### src/rtl/vga_vram_arbiter_pkg.sv
// Shared constants, scan-state enum and cell-address helper for the VGA VRAM arbiter.
package vga_vram_pkg;

   localparam int CELL_LOG2 = 3;
   localparam int H_ACTIVE  = 640;
   localparam int V_ACTIVE  = 480;
   localparam int COLS      = H_ACTIVE >> CELL_LOG2;   // 80
   localparam int ROWS      = V_ACTIVE >> CELL_LOG2;   // 60
   localparam int VRAM_AW   = 13;                      // holds COLS*ROWS-1 = 4799

   typedef enum logic {BLANK = 1'b0, SCAN = 1'b1} vstate_e;

   // Cell index for a pixel position: row*80 + col, with the multiply done as
   // two shifted adds (row*64 + row*16) so no multiplier is built.
   function automatic logic [VRAM_AW-1:0] cell_addr(input logic [9:0] x, input logic [9:0] y);
      logic [VRAM_AW-1:0] row;
      logic [VRAM_AW-1:0] col;
      row = VRAM_AW'(y >> CELL_LOG2);
      col = VRAM_AW'(x >> CELL_LOG2);
      return (row << 6) + (row << 4) + col;
   endfunction

endpackage

### src/rtl/vga_vram_arbiter_if.sv
// Write-requester bus: level requests with packed address/data, one-hot grant pulse back.
interface vga_vram_arbiter_if #(
   parameter int N_WR = 3,
   parameter int AW   = 13,
   parameter int DW   = 4
);
   logic [N_WR-1:0]    wr_req;
   logic [N_WR*AW-1:0] wr_addr;
   logic [N_WR*DW-1:0] wr_data;
   logic [N_WR-1:0]    wr_gnt;

   modport master (output wr_req, wr_addr, wr_data, input wr_gnt);
   modport slave  (input wr_req, wr_addr, wr_data, output wr_gnt);
endinterface

### src/rtl/vga_vram_arbiter_rr_arbiter.sv
// Combinational round-robin picker: first request at or after ptr_i, wrapping.
// adv_i gates the whole grant so the caller can veto a slot; nxt_ptr_o is the
// pointer value to load when a grant is taken.
module rr_arbiter #(
   parameter int N  = 3,
   parameter int PW = 2
) (
   input  logic [N-1:0]  req_i,
   input  logic [PW-1:0] ptr_i,
   input  logic          adv_i,
   output logic [N-1:0]  gnt_o,
   output logic [PW-1:0] idx_o,
   output logic          any_o,
   output logic [PW-1:0] nxt_ptr_o
);

   // Rotating priority scan starting at the pointer.
   always_comb begin
      int j;
      j     = 0;
      gnt_o = '0;
      idx_o = '0;
      any_o = 1'b0;
      if (adv_i) begin
         for (int k = 0; k < N; k++) begin
            j = int'(ptr_i) + k;
            if (j >= N) j = j - N;
            if (!any_o && req_i[j]) begin
               any_o    = 1'b1;
               gnt_o[j] = 1'b1;
               idx_o    = PW'(j);
            end
         end
      end
   end

   // Pointer moves to one past the winner, wrapping at N-1.
   always_comb begin
      nxt_ptr_o = (idx_o == PW'(N - 1)) ? '0 : idx_o + 1'b1;
   end

endmodule

### src/rtl/vga_vram_arbiter.sv
// VGA VRAM arbiter: one single-port VRAM shared between scan-out reads (fixed
// slots, absolute priority) and N_WR round-robin writers.
// Optional: define VRAM_WR_BLANK_ONLY_EN to restrict write grants to blanking
// (tear-free frame); otherwise writes use every non-display cycle.
// Address/grant decisions are combinational on the current x/y so a display
// read issued in slot cycle T returns data at T+1 and lands in pix_data at T+2.
module vga_vram_arbiter
   import vga_vram_pkg::*;
#(
   parameter int N_WR = 3,
   parameter int DW   = 4,
   parameter int AW   = 13
) (
   input  logic                 clk,
   input  logic                 rst,
   input  logic [9:0]           x_pos,
   input  logic [9:0]           y_pos,
   vga_vram_arbiter_if.slave    wr,
   output logic [AW-1:0]        mem_addr,
   output logic                 mem_we,
   output logic [DW-1:0]        mem_wdata,
   input  logic [DW-1:0]        mem_rdata,
   output logic [DW-1:0]        pix_data,
   output logic                 pix_valid
);

   localparam int PW    = (N_WR > 1) ? $clog2(N_WR) : 1;
   localparam int CELLS = COLS * ROWS;

   vstate_e          cur_st, state_q;
   logic             disp_slot;
   logic             wr_win;
   logic [N_WR-1:0]  gnt;
   logic             any_gnt;
   logic [PW-1:0]    sel;
   logic [PW-1:0]    rr_ptr_q, rr_ptr_d;
   logic [AW-1:0]    sel_addr;
   logic [DW-1:0]    sel_data;
   logic             in_range;
   logic [AW-1:0]    mem_addr_q;
   logic [DW-1:0]    mem_wdata_q;
   logic             rd_pend_q;
   logic [DW-1:0]    pix_data_q;
   logic             pix_valid_q;

   // Region test and display-slot detection for the current scan position.
   always_comb begin
      cur_st    = (x_pos < 10'(H_ACTIVE) && y_pos < 10'(V_ACTIVE)) ? SCAN : BLANK;
      disp_slot = (cur_st == SCAN) && (x_pos[CELL_LOG2-1:0] == '0);
`ifdef VRAM_WR_BLANK_ONLY_EN
      wr_win    = (cur_st == BLANK);
`else
      wr_win    = !disp_slot;
`endif
   end

   rr_arbiter #(.N(N_WR), .PW(PW)) u_rr (
      .req_i     (wr.wr_req),
      .ptr_i     (rr_ptr_q),
      .adv_i     (wr_win && !rst),
      .gnt_o     (gnt),
      .idx_o     (sel),
      .any_o     (any_gnt),
      .nxt_ptr_o (rr_ptr_d)
   );

   assign sel_addr  = wr.wr_addr[sel*AW +: AW];
   assign sel_data  = wr.wr_data[sel*DW +: DW];
   assign in_range  = sel_addr < AW'(CELLS);
   assign wr.wr_gnt = gnt;

   // VRAM port mux: display read wins, then the granted writer, else hold.
   // Out-of-range writes still take the grant but never raise mem_we.
   always_comb begin
      mem_addr  = mem_addr_q;
      mem_wdata = mem_wdata_q;
      mem_we    = 1'b0;
      if (rst) begin
         mem_addr  = '0;
         mem_wdata = '0;
      end else if (disp_slot) begin
         mem_addr = AW'(cell_addr(x_pos, y_pos));
      end else if (any_gnt) begin
         mem_addr  = sel_addr;
         mem_wdata = sel_data;
         mem_we    = in_range;
      end
   end

   // State, pointer, held bus values and the two-stage read/valid pipeline.
   always_ff @(posedge clk) begin
      if (rst) begin
         state_q     <= BLANK;
         rr_ptr_q    <= '0;
         mem_addr_q  <= '0;
         mem_wdata_q <= '0;
         rd_pend_q   <= 1'b0;
         pix_data_q  <= '0;
         pix_valid_q <= 1'b0;
      end else begin
         state_q     <= cur_st;
         if (any_gnt) rr_ptr_q <= rr_ptr_d;
         mem_addr_q  <= mem_addr;
         mem_wdata_q <= mem_wdata;
         rd_pend_q   <= disp_slot;
         if (rd_pend_q) pix_data_q <= mem_rdata;
         pix_valid_q <= (state_q == SCAN);
      end
   end

   assign pix_data  = pix_data_q;
   assign pix_valid = pix_valid_q;

endmodule

### src/flat_wrapper.sv
// flat-port wrapper written by rule: the top's interface ports become plain ports
module vga_vram_arbiter_flat import vga_vram_pkg::*;
#(
   parameter int N_WR = 3,
   parameter int DW   = 4,
   parameter int AW   = 13
)
  (clk, rst, x_pos, y_pos, mem_addr, mem_we, mem_wdata, mem_rdata, pix_data, pix_valid, wr_wr_req, wr_wr_addr, wr_wr_data, wr_wr_gnt);
  vga_vram_arbiter_if #(.N_WR(N_WR), .AW(AW), .DW(DW)) wr_i ();
  input  logic clk;
  input  logic rst;
  input  logic [9:0] x_pos;
  input  logic [9:0] y_pos;
  output logic [AW-1:0] mem_addr;
  output logic mem_we;
  output logic [DW-1:0] mem_wdata;
  input  logic [DW-1:0] mem_rdata;
  output logic [DW-1:0] pix_data;
  output logic pix_valid;
  input wire logic [$bits(wr_i.wr_req)-1:0] wr_wr_req;
  input wire logic [$bits(wr_i.wr_addr)-1:0] wr_wr_addr;
  input wire logic [$bits(wr_i.wr_data)-1:0] wr_wr_data;
  output wire logic [$bits(wr_i.wr_gnt)-1:0] wr_wr_gnt;
  assign wr_i.wr_req = wr_wr_req;
  assign wr_i.wr_addr = wr_wr_addr;
  assign wr_i.wr_data = wr_wr_data;
  assign wr_wr_gnt = wr_i.wr_gnt;
  vga_vram_arbiter #(.N_WR(N_WR), .DW(DW), .AW(AW)) u_core (.clk(clk), .rst(rst), .x_pos(x_pos), .y_pos(y_pos), .wr(wr_i), .mem_addr(mem_addr), .mem_we(mem_we), .mem_wdata(mem_wdata), .mem_rdata(mem_rdata), .pix_data(pix_data), .pix_valid(pix_valid));
endmodule
### config.mk
export PLATFORM = sky130hd
export DESIGN_NAME = vga_vram_arbiter_flat
export DESIGN_NICKNAME = d
export VERILOG_FILES = /design/src/rtl/vga_vram_arbiter_pkg.sv /design/src/rtl/vga_vram_arbiter_if.sv /design/src/rtl/vga_vram_arbiter_rr_arbiter.sv /design/src/rtl/vga_vram_arbiter.sv /design/src/flat_wrapper.sv
export SDC_FILE = /design/constraint.sdc
export NUM_CORES = 1
export LEC_CHECK = 0
export ABC_AREA = 1
export CORE_ASPECT_RATIO = 0.7
export CORE_MARGIN = 3
export CORE_UTILIZATION = 39
export CTS_CLUSTER_SIZE = 12
export DETAILED_ROUTE_END_ITERATION = 8
export GPL_TIMING_DRIVEN = 0
export PLACE_DENSITY = 0.78
export SYNTH_ARGS = -nofsm -noshare
export SYNTH_HDL_FRONTEND = slang
export SYNTH_HIERARCHICAL = 1
export SYNTH_SLANG_ARGS = --single-unit
### constraint.sdc
create_clock -name clk -period 2.6 [get_ports clk]
set_input_delay 0.39 -clock clk [delete_from_list [all_inputs] [get_ports clk]]
set_output_delay 0.39 -clock clk [all_outputs]
set_load 0.05 [all_outputs]
# Word level (Yosys, flattened, before mapping)

Index checks and enable logic that the tools add are counted.

Bits of input ports: 80
Output and inout bits: 26
Flip-flop bits (word level): 26
Logic and storage cells: 94

Eq/ne operators: 1
$lt $le $gt $ge: 12
Shifts and indexed selects: 2
Mux-type cells: 48
Bitwise gates (word level): 2
$add $sub $neg: 8
Multipliers: 1
Reductions and logical operators: 13

Operators with widths:

| kind                                                                | count |
|---|---|
| 2-to-1 mux 32 bit                                                   | 6 |
| greater-or-equal comparator 32 x 1 -> 1 bit (second input constant) | 3 |
| < comparator 32 x 4 -> 1 bit (second input constant)                | 3 |
| 2-to-1 mux 13 bit                                                   | 3 |
| indexed part select 39 x 7 -> 13 bit                                | 1 |
| 2-to-1 mux 1 bit                                                    | 19 |
| 2-to-1 mux 3 bit                                                    | 6 |
| adder 13 x 11 -> 13 bit                                             | 1 |
| adder 13 x 7 -> 13 bit                                              | 1 |
| < comparator 13 bit (second input constant)                         | 1 |
| 2-to-1 mux 4 bit                                                    | 3 |
| indexed part select 12 x 5 -> 4 bit                                 | 1 |
| < comparator 10 bit (second input constant)                         | 1 |
| < comparator 10 x 9 -> 1 bit (second input constant)                | 1 |
| 2-to-1 mux 2 bit                                                    | 5 |
| logical AND 1 bit                                                   | 8 |
| subtractor 3 x 2 -> 4 bit (second input constant)                   | 2 |
| binary-select mux 1 bit (select 2 bit)                              | 3 |
| demux 1 bit (select 2 bit)                                          | 3 |
| greater-or-equal comparator 3 x 2 -> 1 bit (second input constant)  | 2 |
| multiplier 2 x 4 -> 6 bit (second input constant)                   | 1 |
| OR 3 bit                                                            | 2 |
| zero test 1 bit                                                     | 4 |
| adder 2 x 1 -> 3 bit (second input constant)                        | 1 |
| other kinds (6)                                                     | 6 |

# Logic depth before layout (Yosys ltp)

Depth after elaboration: 26
Mapped depth: 22
Depth with buffers taken out: 21

# By module

The synthesis kept the hierarchy.

Modules (own cells, without submodules):

| module           | instances | area an instance (µm²) | cells an instance |
|---|---|---|---|
| vga_vram_arbiter | 1         | 2115.8                 | 350 |
| rr_arbiter       | 1         | 347.8                  | 68 |

# Least setup slack after synthesis

No wires, ideal clock.

Path type: register -> output
Start: reg u_core.rr_ptr_q[0]
End: out mem_addr[6]
Arrival: 3.050 ns
Path buffers: 1
Slack: -0.840 ns
Stages on the path, launching flop included: 17
Cells stage by stage: dfxtp_1 -> inv_1 -> ha_1 -> o21ai_0 -> nand2_1 -> nand3_1 -> nand3_2 -> nand3_2 -> inv_1 -> buf_6 -> inv_8 -> nand2_8 -> inv_6 -> nand2_1 -> nand3_1 -> o21ai_0 -> o21ai_0

Longest elaborated chain between the ends: 21
Elaborated cells between the ends (all ways): 42
Classes of those cells: add/sub: 5; mul: 1; order compare: 3; shift: 1; mux: 28; reduce/logical: 4

RTL lines:

| item                                                               | line                              | source |
|---|---|---|
| from (decl)                                                        | vga_vram_arbiter.sv:36            | `logic [PW-1:0] rr_ptr_q, rr_ptr_d;` |
| from (signal assigned)                                             | vga_vram_arbiter.sv:102           | `if (any_gnt) rr_ptr_q <= rr_ptr_d;` |
| branches (longest 14 deep; another with subtractor 3 x 2 -> 4 bit) | -                                 |  |
| 2-to-1 mux 2 bit *                                                 | vga_vram_arbiter_rr_arbiter.sv:28 | `if (!any_o && req_i[j]) begin` |
| 2-to-1 mux 2 bit *                                                 | vga_vram_arbiter_rr_arbiter.sv:24 | `if (adv_i) begin` |
| net u_core.sel[0]                                                  | vga_vram_arbiter.sv:35            | `logic [PW-1:0] sel;` |
| multiplier 2 x 4 -> 6 bit *                                        | vga_vram_arbiter.sv:67            | `assign sel_addr = wr.wr_addr[sel*AW +: AW];` |
| indexed part select 39 x 7 -> 13 bit *                             | vga_vram_arbiter.sv:67            |  |
| 2-to-1 mux 13 bit *                                                | vga_vram_arbiter.sv:83            | `end else if (any_gnt) begin` |
| 2-to-1 mux 13 bit *                                                | vga_vram_arbiter.sv:81            | `end else if (disp_slot) begin` |
| 2-to-1 mux 13 bit *                                                | vga_vram_arbiter.sv:78            | `if (rst) begin` |
| to (decl)                                                          | flat_wrapper.sv:14                | `output logic [AW-1:0] mem_addr;` |

Mark *: on every way through the listed nets, which the timed path passes. The select of a mux whose other input is x is not followed.

# Final worst setup path

Start: reg u_core.rr_ptr_q[0]
End: out mem_wdata[3]

Longest elaborated chain between the ends: 20
Elaborated cells between the ends (all ways): 41
Classes of those cells: add/sub: 5; order compare: 3; shift: 1; mux: 28; reduce/logical: 4

RTL lines:

| item                                                               | line                              | source |
|---|---|---|
| branches (longest 14 deep; another with subtractor 3 x 2 -> 4 bit) | -                                 |  |
| 2-to-1 mux 2 bit *                                                 | vga_vram_arbiter_rr_arbiter.sv:28 |  |
| 2-to-1 mux 2 bit *                                                 | vga_vram_arbiter_rr_arbiter.sv:24 |  |
| net u_core.sel[0]                                                  | vga_vram_arbiter.sv:35            |  |
| indexed part select 12 x 5 -> 4 bit *                              | vga_vram_arbiter.sv:68            | `assign sel_data = wr.wr_data[sel*DW +: DW];` |
| 2-to-1 mux 4 bit *                                                 | vga_vram_arbiter.sv:83            |  |
| 2-to-1 mux 4 bit *                                                 | vga_vram_arbiter.sv:81            |  |
| 2-to-1 mux 4 bit *                                                 | vga_vram_arbiter.sv:78            |  |
| to (decl)                                                          | flat_wrapper.sv:16                | `output logic [DW-1:0] mem_wdata;` |

Marks and branches as above.

==> summary.txt <==
Outcome
  • Status: complete, but fails checks
  • Failing checks: setup timing

Job
  • Maxcap violations: 0

Logic synthesis
  • Post-synth top area share: 21.1%
  • Synth cell count leaders: nand2_1 (123), nor2_1 (75), inv_1 (55), nand3_1 (31), dfxtp_1 (26)
  • Synth Register Bits: 26
  • Yosys cell types: 28
  • Most frequent cell after synthesis: nand2_1
  • Asr flop ratio synth: 0%
  • Syn nets: 517
  • Avg Cell Area, Syn: 5.89 um2
  • Post-synthesis sequential area ratio: 21.1%
  • Cell Area, Synth: 0.00246 mm2
  • Synth area leaders: dfxtp_1 (21%), nand2_1 (19%), nor2_1 (11%), ha_1 (8.6%), inv_1 (8.4%)
  • Number of synthesized flops with an enable pin: 0
  • Warnings from Yosys: 6
  • Area leader, netlist: dfxtp_1
  • Syn Inst Count: 418
  • Post-synth top flop: dfxtp_1

Final layout
  • Synthesis-to-layout area growth: 88.2%
  • Footprint of the multi-input gates: 0.00207 mm2
  • ANT cells: 0
  • Filler cells: 393
  • FF+latch area: 528 um2
  • Layout cells sized above 1: 35.1%
  • Nets@finish: 667

Timing
  • Final Hold Viols: 0
  • RSZ-0062 raised after global routing: yes
  • Layout Skew: 0.00516 ns
  • Max Slew Vio Count: 0
  • Final WS setup: -0.673 ns
  • Setup violators final: 21
  • Tcrit/Tclk final: 126%
  • Least-Margin Pin Slew: 0.775 ns
  • Worst slew margin: 48.3%
  • Min cycle time layout: 3.27 ns
  • Max Freq: 306 MHz
  • Worst hold slack: 0.413 ns

CTS
  • CTS Hold Bufs: 0
  • CTS Buf Count: 3
  • H-tree lvl count: 1
  • Clock Path Buffers: 2
  • Worst-skew pair later-pin latency: 0.28 ns
  • Clk sink count: 26
  • Clk pin slew, worst setup/hold paths: 0.10 ns
  • CTS tree: built
  • CTS root buf: clkbuf_8

Global routing
  • Vias in the first global route: 2934
  • Number of antenna violations at the first check in global routing: 0
  • Largest net degree at the start of global routing: 16
  • Global-route wire length before repair: 13300 um
  • Overflow after GRT: 0
  • GR Util All Layers: 22.1%

Critical path
  • Worst flop-to-flop path endpoint: u_core/mem_wdata_q[0]$_SDFF_PP0_
  • CP endpoint: mem_wdata[3]
  • Critical-path cell list: inv_4 -> ha_4 -> inv_4 -> nand2_2 -> nand2_2 -> nor2_4 -> nand3_4 -> nand3_4 -> nand3_4 -> inv_2 -> buf_8 -> clkinv_8 -> nand2_8 -> clkinv_8 -> buf_12 -> nand2_4 -> nand3_2 -> o21ai_1 -> nand2_1 -> nand2_2 -> nor2_4 -> buf_8
  • CP startpoint: u_core/rr_ptr_q[0]$_SDFFE_PP0P_
  • Max stage delay on crit path: 0.39 ns
  • Crit. End Element: output pin
  • Startpoint types: flip-flop
  • Crit path kind: reg2out
  • Required @ worst endpoint: 2.21 ns
  • R2R Setup Slk: -0.09 ns
  • Slowest CP cell: dfxtp_4
  • Reg2reg start: u_core/rr_ptr_q[0]$_SDFFE_PP0P_
  • Reg2Reg Depth: 23
  • Crit path DAT: 2.88 ns
  • Crit Path Max Fanout: 7

Detailed routing
  • Starting DRT DRC Count: 219
  • Antenna viol nets, final: 0
  • DR WL/cell: 14.8 um
  • Vias: 3282
  • Post-route DRC: 0
  • Drt first pass iters: 4
  • Detailed Route WL: 9510 um
  • Vias per cell: 5.11

Floorplan
  • Die footprint: 0.00732 mm2
  • Initial Utilization: 41.6%
  • CORE AREA: 0.00593 mm2
  • Die height: 72.5 um
  • Die width: 101 um
  • IO Pins: 106
  • FP Rows: 23

Placed design
  • Detailed placement HPWL: 6070 um
  • IO buf count: 102
  • Routability cong.: 0.872
  • Worst slack at placement: -1.50 ns

Worst hold path
  • Hold Crit Class: reg2reg
  • Cells on Worst Hold Path: 2

Power
  • Maximum VDD drop: 0.424 mV
  • Cell Pwr Density: 752 mW/mm2
  • Lkg Pwr: 2.27 nW
## power by group
part | total, mW | internal, mW | leakage [nW] | switching, mW
logic | 2.66 | 1.15 | 2.02 | 1.51
registers | 0.514 | 0.475 | 0.216 | 0.0384
clock network | 0.310 | 0.168 | 0.0339 | 0.142
## registers in the layout (all words and copies together), names as in the netlist
| register | flops |
|---|---|
| u_core/rd_pend_q | 1 |
| u_core/pix_data | 4 |
| u_core/state_q | 1 |
| u_core/pix_valid | 1 |
| u_core/mem_wdata_q | 4 |
| u_core/mem_addr_q | 13 |
| u_core/rr_ptr_q | 2 |
## metrics by stage
step / utilization [%] / setup TNS (ns) / std cells / power (mW) / area (um2)
after floorplan: - / 0 / 418 / 1.80 / 2610
after global placement: 62.9 / -31.70 / 595 / 2.27 / 3730
after detailed placement: 62.9 / -32.03 / 595 / 2.29 / 3730
after CTS: 70.3 / -7.45 / 621 / 2.91 / 4170
after global routing: 78.2 / -13.07 / 642 / 3.68 / 4640
final: 78.2 / -10.55 / 642 / 3.48 / 4640
## kinds of logic (layout without fill, tap and decap cells)
family          after synthesis  in the layout  share of synthesized area [%]
simple gates                245            245                           42.0
buf+inv                      74            223                           14.4
compound gates               51             51                           11.2
flops                        26             26                           21.1
fa+ha+maj                    19             19                           10.3
xor+xnor                      3              3                           1.07
## critical path, delay by kind of cell (launching register included)
kind,cells,cell delay (ns)
fa+ha+maj,1,0.32
flops,1,0.39
simple gates,12,1.00
buf+inv,8,0.78
compound gates,1,0.09
## final cells by class
cell class / count / share of cell area, %
Timing Repair Buffer: 145 / 31.6
Inverter: 61 / 6.15
Tap cell: 75 / 2.02
Sequential cell: 26 / 11.4
Multi-Input combinational cell: 318 / 44.7
Timing Repair inverter: 1 / 0.189
Clock buffer: 4 / 1.43
Buffer: 12 / 2.48
## metal layers
metal	track usage, %	wire, um	vias up
li1	-	-	1611
met5	0	0	-
met2	36.5	4440	183
met3	6.05	1070	22
met4	2.80	156	0
met1	29.7	3850	1466
## cells in the final DEF (no fill, tap or decap), types with 3 or more instances in the layout
cell and instances:
nand2_1 86, clkdlybuf4s50_1 73, nor2_1 57, inv_1 44, buf_4 36, nand2_2 33
dfxtp_1 24, buf_8 17, o21ai_0 16, ha_1 15, buf_6 14, nand3_2 14
nand3_1 13, nor2_4 11, nand2_4 10, a21oi_1 9, o21ai_2 8, nor2_2 8
a31oi_1 8, inv_2 7, nand3_4 7, o21ai_1 5, dlymetal6s2s_1 4, dlygate4sd2_1 4
inv_4 4, clkbuf_8 3, nand4_1 3, xnor2_1 3, o21ai_4 3
## worst min path at each step
stage / startpoint / slack [ns] / end
2_1_floorplan: u_core/state_q$_SDFF_PP0_ / 0.39 / u_core/pix_valid$_SDFF_PP0_
3_3_place_gp: u_core/state_q$_SDFF_PP0_ / 0.39 / u_core/pix_valid$_SDFF_PP0_
3_5_place_dp: u_core/state_q$_SDFF_PP0_ / 0.40 / u_core/pix_valid$_SDFF_PP0_
4_1_cts: u_core/state_q$_SDFF_PP0_ / 0.41 / u_core/pix_valid$_SDFF_PP0_
5_1_grt: u_core/state_q$_SDFF_PP0_ / 0.44 / u_core/pix_valid$_SDFF_PP0_
6_report: u_core/state_q$_SDFF_PP0_ / 0.41 / u_core/pix_valid$_SDFF_PP0_
## repair_timing
action                     4_1_cts  5_1_grt
gates cloned                     1        2
resized for setup              201       86
setup endpoints to repair       32       24
setup buffers                   21       20
pin swaps                       24       62
hold endpoints to repair         0        0
Note: power is estimated with default switching activity, not from simulation.
